### src/rtl/mem_resp_pkg.sv
// Shared types for the memory response shaper: response modes, FSM states
// and the captured core request.
package mem_resp_pkg;

  localparam logic [1:0] MODE_ZERO  = 2'd0;
  localparam logic [1:0] MODE_FIXED = 2'd1;
  localparam logic [1:0] MODE_RAND  = 2'd2;

  typedef enum logic [1:0] {
    ST_IDLE = 2'd0,
    ST_WAIT = 2'd1,
    ST_RESP = 2'd2
  } state_e;

  typedef struct packed {
    logic        instr;
    logic [31:0] addr;
    logic [31:0] wdata;
    logic [3:0]  wstrb;
  } mem_req_t;

endpackage

### src/rtl/mem_req_checker.sv
// Sticky protocol checker: the core must hold its request, unchanged,
// from acceptance until the response cycle has completed.
module mem_req_checker
  import mem_resp_pkg::*;
(
  input  logic     clk,
  input  logic     resetn,
  input  logic     active,
  input  logic     req_valid,
  input  mem_req_t req,
  input  mem_req_t cap,
  output logic     proto_err
);

  logic proto_err_d, proto_err_q;

  always_comb begin
    proto_err_d = proto_err_q;
    if (active && (!req_valid || (req != cap))) proto_err_d = 1'b1;
  end

  always_ff @(posedge clk or negedge resetn) begin
    if (!resetn) proto_err_q <= 1'b0;
    else         proto_err_q <= proto_err_d;
  end

  assign proto_err = proto_err_q;

endmodule

### src/rtl/mem_resp_shaper.sv
// Memory responder for a valid/ready core bus with zero, fixed or bounded
// random wait states; counts transactions and tracks the worst wait seen.
module mem_resp_shaper
  import mem_resp_pkg::*;
#(
  parameter int unsigned MODE      = 2,
  parameter int unsigned MAX_WAIT  = 3,
  parameter int unsigned FIXED_LAT = 1,
  parameter int unsigned CNT_W     = 16
) (
  input  logic             clk,
  input  logic             resetn,
  input  logic             mem_valid,
  input  logic             mem_instr,
  input  logic [31:0]      mem_addr,
  input  logic [31:0]      mem_wdata,
  input  logic [3:0]       mem_wstrb,
  output logic             mem_ready,
  output logic [31:0]      mem_rdata,
  input  logic             rand_ready,
  input  logic [31:0]      rand_rdata,
  output logic             proto_err,
  output logic [CNT_W-1:0] txn_cnt,
  output logic [7:0]       max_wait
);

  // Mode 3 (and anything unknown) collapses to zero-wait.
  localparam logic [1:0] MODE_EFF = (MODE == 1) ? MODE_FIXED :
                                    (MODE == 2) ? MODE_RAND  : MODE_ZERO;
  localparam logic [7:0] MAX_W8 = 8'(MAX_WAIT);
  localparam logic [7:0] FIX_W8 = 8'(FIXED_LAT);

  state_e           state_d, state_q;
  logic [7:0]       wait_cnt_d, wait_cnt_q;
  mem_req_t         cap_d, cap_q;
  logic             ready_d, ready_q;
  logic [31:0]      rdata_d, rdata_q;
  logic [CNT_W-1:0] cnt_d, cnt_q;
  logic [7:0]       mw_d, mw_q;
  logic             grant;
  mem_req_t         req;

  assign req = '{instr: mem_instr, addr: mem_addr, wdata: mem_wdata, wstrb: mem_wstrb};

  always_comb begin
    grant = 1'b1;
    case (MODE_EFF)
      MODE_FIXED: grant = (wait_cnt_q == FIX_W8);
      MODE_RAND:  grant = rand_ready || (wait_cnt_q == MAX_W8);
      default:    grant = 1'b1;
    endcase
  end

  always_comb begin
    state_d    = state_q;
    wait_cnt_d = wait_cnt_q;
    cap_d      = cap_q;
    ready_d    = ready_q;
    rdata_d    = rdata_q;
    cnt_d      = cnt_q;
    mw_d       = mw_q;
    case (state_q)
      ST_IDLE: begin
        if (mem_valid) begin
          state_d    = ST_WAIT;
          wait_cnt_d = 8'd0;
          cap_d      = req;
        end
      end
      ST_WAIT: begin
        if (grant) begin
          state_d = ST_RESP;
          ready_d = 1'b1;
          rdata_d = rand_rdata;
          cnt_d   = cnt_q + CNT_W'(1);
          mw_d    = (wait_cnt_q > mw_q) ? wait_cnt_q : mw_q;
        end else if (wait_cnt_q != 8'hFF) begin
          wait_cnt_d = wait_cnt_q + 8'd1;
        end
      end
      ST_RESP: begin
        state_d = ST_IDLE;
        ready_d = 1'b0;
      end
      default: begin
        state_d = ST_IDLE;
        ready_d = 1'b0;
      end
    endcase
  end

  always_ff @(posedge clk or negedge resetn) begin
    if (!resetn) begin
      state_q    <= ST_IDLE;
      wait_cnt_q <= 8'd0;
      cap_q      <= '0;
      ready_q    <= 1'b0;
      rdata_q    <= 32'd0;
      cnt_q      <= '0;
      mw_q       <= 8'd0;
    end else begin
      state_q    <= state_d;
      wait_cnt_q <= wait_cnt_d;
      cap_q      <= cap_d;
      ready_q    <= ready_d;
      rdata_q    <= rdata_d;
      cnt_q      <= cnt_d;
      mw_q       <= mw_d;
    end
  end

  mem_req_checker u_chk (
    .clk       (clk),
    .resetn    (resetn),
    .active    (state_q != ST_IDLE),
    .req_valid (mem_valid),
    .req       (req),
    .cap       (cap_q),
    .proto_err (proto_err)
  );

  assign mem_ready = ready_q;
  assign mem_rdata = rdata_q;
  assign txn_cnt   = cnt_q;
  assign max_wait  = mw_q;

endmodule

### config.mk
export PLATFORM = sky130hd
export DESIGN_NAME = mem_resp_shaper
export DESIGN_NICKNAME = d
export VERILOG_FILES = /design/src/rtl/mem_resp_pkg.sv /design/src/rtl/mem_req_checker.sv /design/src/rtl/mem_resp_shaper.sv
export SDC_FILE = /design/constraint.sdc
export NUM_CORES = 1
export LEC_CHECK = 0
export CAP_MARGIN = 5
export CORE_MARGIN = 1
export CORE_UTILIZATION = 45
export CTS_BUF_LIST = sky130_fd_sc_hd__clkbuf_16
export DETAILED_ROUTE_END_ITERATION = 10
export PLACE_DENSITY = 0.73
export SYNTH_ARGS = -nofsm -noshare
export SYNTH_HDL_FRONTEND = slang
export SYNTH_SLANG_ARGS = --single-unit
### constraint.sdc
create_clock -name clk -period 3.1 [get_ports clk]
set_clock_uncertainty 0.2 [all_clocks]
set_input_delay 0.31 -clock clk [delete_from_list [all_inputs] [get_ports clk]]
set_output_delay 0.31 -clock clk [all_outputs]
set_load 0.03 [all_outputs]
; ---- Word level (Yosys, flattened, before mapping)
; Cells that the tools add are included.
[classes]
n_addsub = 2
magnitude_cmp = 1
n_eq_ne = 8
mux = 9
bitwise_logic = 1
reduce_logical = 13
[ops]
columns = op, count
row1 = $ne A69 B69 Y1, 1
row2 = $mux W8, 3
row3 = $add A16 B1 Y16 const B, 1
row4 = $pmux W8 S2, 1
row5 = $add A8 B1 Y8 const B, 1
row6 = $eq A8 B2 Y1 const B, 1
row7 = $gt A8 B8 Y1, 1
row8 = $ne A2 B2 Y1 const B, 4
row9 = $ne A8 B8 Y1 const B, 1
row10 = $reduce_and A2 Y1, 4
row11 = $mux W2, 2
row12 = $pmux W2 S2, 1
row13 = $reduce_and A4 Y1, 1
row14 = $reduce_bool A2 Y1, 2
row15 = $reduce_and A3 Y1, 1
row16 = $eq A2 B1 Y1 const B, 1
row17 = $logic_not A2 Y1, 1
row18 = $logic_or A1 B1 Y1, 2
row19 = $pmux W1 S2, 1
row20 = $logic_and A1 B1 Y1, 1
row21 = $logic_not A1 Y1, 1
row22 = $mux W1, 1
row23 = $not A1 Y1, 1
[word_totals]
register_bits = 137
out_inout_bits = 58
wordCells = 45

; ---- Depth between registers and ports, before layout
[depth]
word_depth = 4
depth_mapped = 9
mapped_depth_nobuf = 8

; ---- Hierarchy
; A second synthesis with hierarchy kept.
[hier_totals]
hier_cells = 485
area_unflattened_um2 = 6454.9
[modules_own_cells]
columns = mod, n_inst, cells_each, area_each_um2
row1 = mem_resp_shaper, 1, 378, 5634.2
row2 = mem_req_checker, 1, 107, 820.8

; ---- Worst setup path before layout
; Ideal clock, no wire load.
[synth_timing]
kind = register to register
start = register mw_q[1] (netlist: max_wait[1])
end = register mw_q[0] (netlist: max_wait[0])
t_arrival_ns = 2.037
setup_slack_ns = 0.738
stages_incl_launch_ff = 10
path_buffers = 1
cell_sequence = dfrtp_1 > inv_1 > ha_1 > nor2b_1 > o21a_1 > o21ai_0 > a21oi_1 > o221a_2 > buf_4 > mux2_2
[synth_between]
elab_chain_len = 2
[synth_rtl]
columns = element, line_no
row1 = from (decl), mem_resp_shaper.sv:39  ; logic [7:0] mw_d, mw_q;
row2 = from (signal assigned), mem_resp_shaper.sv:108  ; mw_q <= mw_d;
row3 = $gt A8 B8 Y1, mem_resp_shaper.sv:76  ; mw_d = (wait_cnt_q > mw_q) ? wait_cnt_q : mw_q;
row4 = $reduce_and A3 Y1 (no line), -
; No other way between the ends.
; A chain may end at the register's enable or synchronous reset.

; ---- Worst setup path in the final report
[layout_timing]
start = register wait_cnt_q[0]
end = register cnt_q[12] (netlist: txn_cnt[12])
[layout_between]
elab_chain_len = 3
[layout_rtl]
columns = element, line_no
row1 = from (decl), mem_resp_shaper.sv:34  ; logic [7:0] wait_cnt_d, wait_cnt_q;
row2 = from (signal assigned), mem_resp_shaper.sv:103  ; wait_cnt_q <= wait_cnt_d;
row3 = $eq A8 B2 Y1, mem_resp_shaper.sv:49  ; MODE_RAND: grant = rand_ready || (wait_cnt_q == MAX_W8);
row4 = $logic_or A1 B1 Y1, mem_resp_shaper.sv:49
row5 = $reduce_and A2 Y1 (no line), -
row6 = to (signal assigned), mem_resp_shaper.sv:107  ; cnt_q <= cnt_d;
row7 = to (decl), mem_resp_shaper.sv:38  ; logic [CNT_W-1:0] cnt_d, cnt_q;
; No other way between the ends.

==> impl_metrics.csv <==
group,metric,value,unit
detailed_routing,drt_iter0_drc,188,
detailed_routing,routed_wl,13660,um
yosys,ys_types,46,
critical_path,reg2reg_slack,0.63,ns
global_route,gr-total-overflow,0,
clock_network,clk-insertion-delay-late,0.41,ns
floorplan,die_h,120.6,um
yosys,async_flop_share,1.000,
pwr,p_leak,3.614,nW
cells_and_area,final_common_cell,"clkdlybuf4s50_1",
global_route,grt_pass1_wl,22490,um
timing,rsz0062_at_grt,"false",
placement,dpl.hpwl,9836,um
global_route,grtUsageTotal,0.2000,
detailed_routing,drcViolationCount,0,
clock_network,cts_sinks,137,
cells_and_area,diodes,0,
cells_and_area,drive_above_1_share,0.2160,
global_route,antenna_found_initial,0,
pwr,ir_drop,639.1,uV
cells_and_area,fin_area,8740,sq um
global_route,met3_usage,0.06274,
timing,fin_crit_sh,0.7958,
cells_and_area,mostFrequentLayoutCells,"161 x clkdlybuf4s50_1, 137 x dfrtp_1, 104 x mux2_2, 40 x xnor2_1, 36 x xor2_1",
yosys,syn-cell-area,6331,sq um
clock_network,path_clk_slew,0.06,ns
yosys,synth_edf_count,0,
pwr,power_density,917.7,nW/um^2
yosys,ys_seq_elements,137,
timing,fin_tns_setup,0,ns
outcome,outcome,"complete, no violations",
clock_network,cts_tree,"yes",
critical_path,cp.arrival,2.56,ns
clock_network,cts.htree.levels,4,
clock_network,cts_made_buffers,17,
timing,min_period,2.467,ns
clock_network,cts_setup_buffers,0,
cells_and_area,syn_to_final_growth,38.04,%
global_route,grt_pass1_vias,4512,
cells_and_area,nNetsFinal,778,
clock_network,cts-resized-gates,0,
global_route,grt_max_degree,76,
critical_path,worstPathRequired,3.19,ns
detailed_routing,vias,4352,
placement,gp_congestion,0.8301,
timing,tightest_slew,0.7687,ns
floorplan,core_area,13510,sq um
yosys,postSynthCellCount,490,
detailed_routing,drt-pass1-iter-count,4,
detailed_routing,routed_via_density,5.108,
global_route,use_met2,0.3380,
detailed_routing,wl_per_cell,16.03,um
timing,finalSetupViolCount,0,
timing,hold_violations,0,
placement,port_buffers,162,
timing,slew_headroom,0.4841,
floorplan,io_pins,163,
worst_hold_path,hold_class,"input port to async pin",
critical_path,crit_type,"flop to flop",
critical_path,worstPathMaxFanout,17,
global_route,met1_usage,0.2410,
timing,max_freq,405.4,MHz
critical_path,worstSetupEndpointType,"flop",
critical_path,cp-start-kind,"flop",
floorplan,die_x,120.6,um
detailed_routing,antenna_left,0,
floorplan,num_rows,42,
job,maxCapViolCount,0,
clock_network,root_buffer,"clkbuf_16",
yosys,synthFlopType,"dfrtp_1",
floorplan,die_area,14550,sq um
timing,slew_violations,0,
cells_and_area,nFillCells,1064,
yosys,yosysSeqAreaShare,0.5415,
clock_network,clockBufferDepth,2,
global_route,top_usage_layer,"met2",
floorplan,start_util,0.4688,
placement,dpl_cell_area,8163,sq um
yosys,postSynthAreaPerCell,12.92,sq um
yosys,syn_nets,605,
yosys,yosys_warnings,0,
-- power breakdown --
group	switching (W)	internal, W	total [W]
logic	0.00144	0.00159	0.00303
registers	0.000495	0.00254	0.00303
clock network	0.000722	0.00123	0.00196
-- sequential cells by signal, indices dropped and copies added, names as in the netlist --
| register | cells |
|---|---|
| txn_cnt | 16 |
| state_q | 2 |
| max_wait | 8 |
| mem_rdata | 32 |
| cap_q | 69 |
| wait_cnt_q | 8 |
| mem_ready | 1 |
| u_chk.proto_err | 1 |
-- critical path: stages, from the launching register on --
cell and delay, ns:
dfrtp_1 0.43, ha_1 0.24, nor4b_4 0.25, a21oi_2 0.15, nor2_4 0.17, buf_4 0.27
nand2_2 0.10, or3_1 0.38, xnor2_1 0.14
-- cells in the mapped netlist (7+ instances only) --
| library cell | n | area share |
|---|---|---|
| a21oi_1 | 7 | 0.0055 |
| buf_2 | 9 | 0.0071 |
| dfrtp_1 | 137 | 0.54 |
| ha_1 | 10 | 0.020 |
| inv_1 | 25 | 0.015 |
| mux2_2 | 104 | 0.18 |
| nand2_1 | 12 | 0.0071 |
| nand3_1 | 10 | 0.0079 |
| nand4_1 | 14 | 0.014 |
| nor4_1 | 11 | 0.011 |
| o21ai_0 | 12 | 0.0095 |
| xnor2_1 | 40 | 0.055 |
| xor2_1 | 36 | 0.050 |
-- timing repair --
action                     in CTS  in global routing
hold buffers                    1                  0
hold endpoints to repair       73                  0
setup endpoints to repair       0                  0
-- layer usage --
metal | routed length [um] | share of wire
met1 | 5810 | 0.43
met2 | 6898 | 0.51
met3 | 680 | 0.050
met4 | 265 | 0.019
met5 | 0 | 0
-- layout make-up --
type | instances | area (sq um) | area share
Inverter | 25 | 93.84 | 0.01074
Multi-Input combinational cell | 313 | 2728 | 0.3121
Sequential cell | 137 | 3428 | 0.3923
Clock buffer | 17 | 425.4 | 0.04868
Timing Repair Buffer | 169 | 1703 | 0.1948
Tap cell | 176 | 220.2 | 0.02520
Clock inverter | 15 | 141.4 | 0.01618
-- path summary, 6_finish.rpt --
kind	cells after the start	end	startpoint
min in group clk	1	txn_cnt[15]	txn_cnt[15]
max reg2reg	8	txn_cnt[12]	wait_cnt_q[0]
max	8	txn_cnt[12]	wait_cnt_q[0]
max in group asynchronous	3	mem_rdata[12]	resetn
min reg2reg	1	txn_cnt[15]	txn_cnt[15]
min	2	cap_q[50]	resetn
-- stage by stage --
stage	total power, W	util	hold slack, ns	cells	setup WS [ns]
after floorplan	0.005020	-	-0.1856	490	0.7382
after global placement	0.005991	0.6044	0.1843	819	0.4371
after detailed placement	0.006109	0.6044	0.1955	819	0.5114
after CTS	0.008105	0.6471	0.2941	852	0.6353
after global routing	0.008467	0.6471	0.2928	852	0.4833
final	0.008020	0.6471	0.2803	852	0.6331
-- cell families after synthesis --
family | after synthesis | share of synthesized area
adder cells (fa/ha/maj) | 10 | 0.01976
multiplexers | 104 | 0.1850
XOR/XNOR | 76 | 0.1051
AO/OA/AOI/OAI | 38 | 0.03815
flip-flops | 137 | 0.5415
AND/OR/NAND/NOR | 85 | 0.08202
buffers and inverters | 40 | 0.02846
No activity file was read; power rests on OpenSTA's default activity.
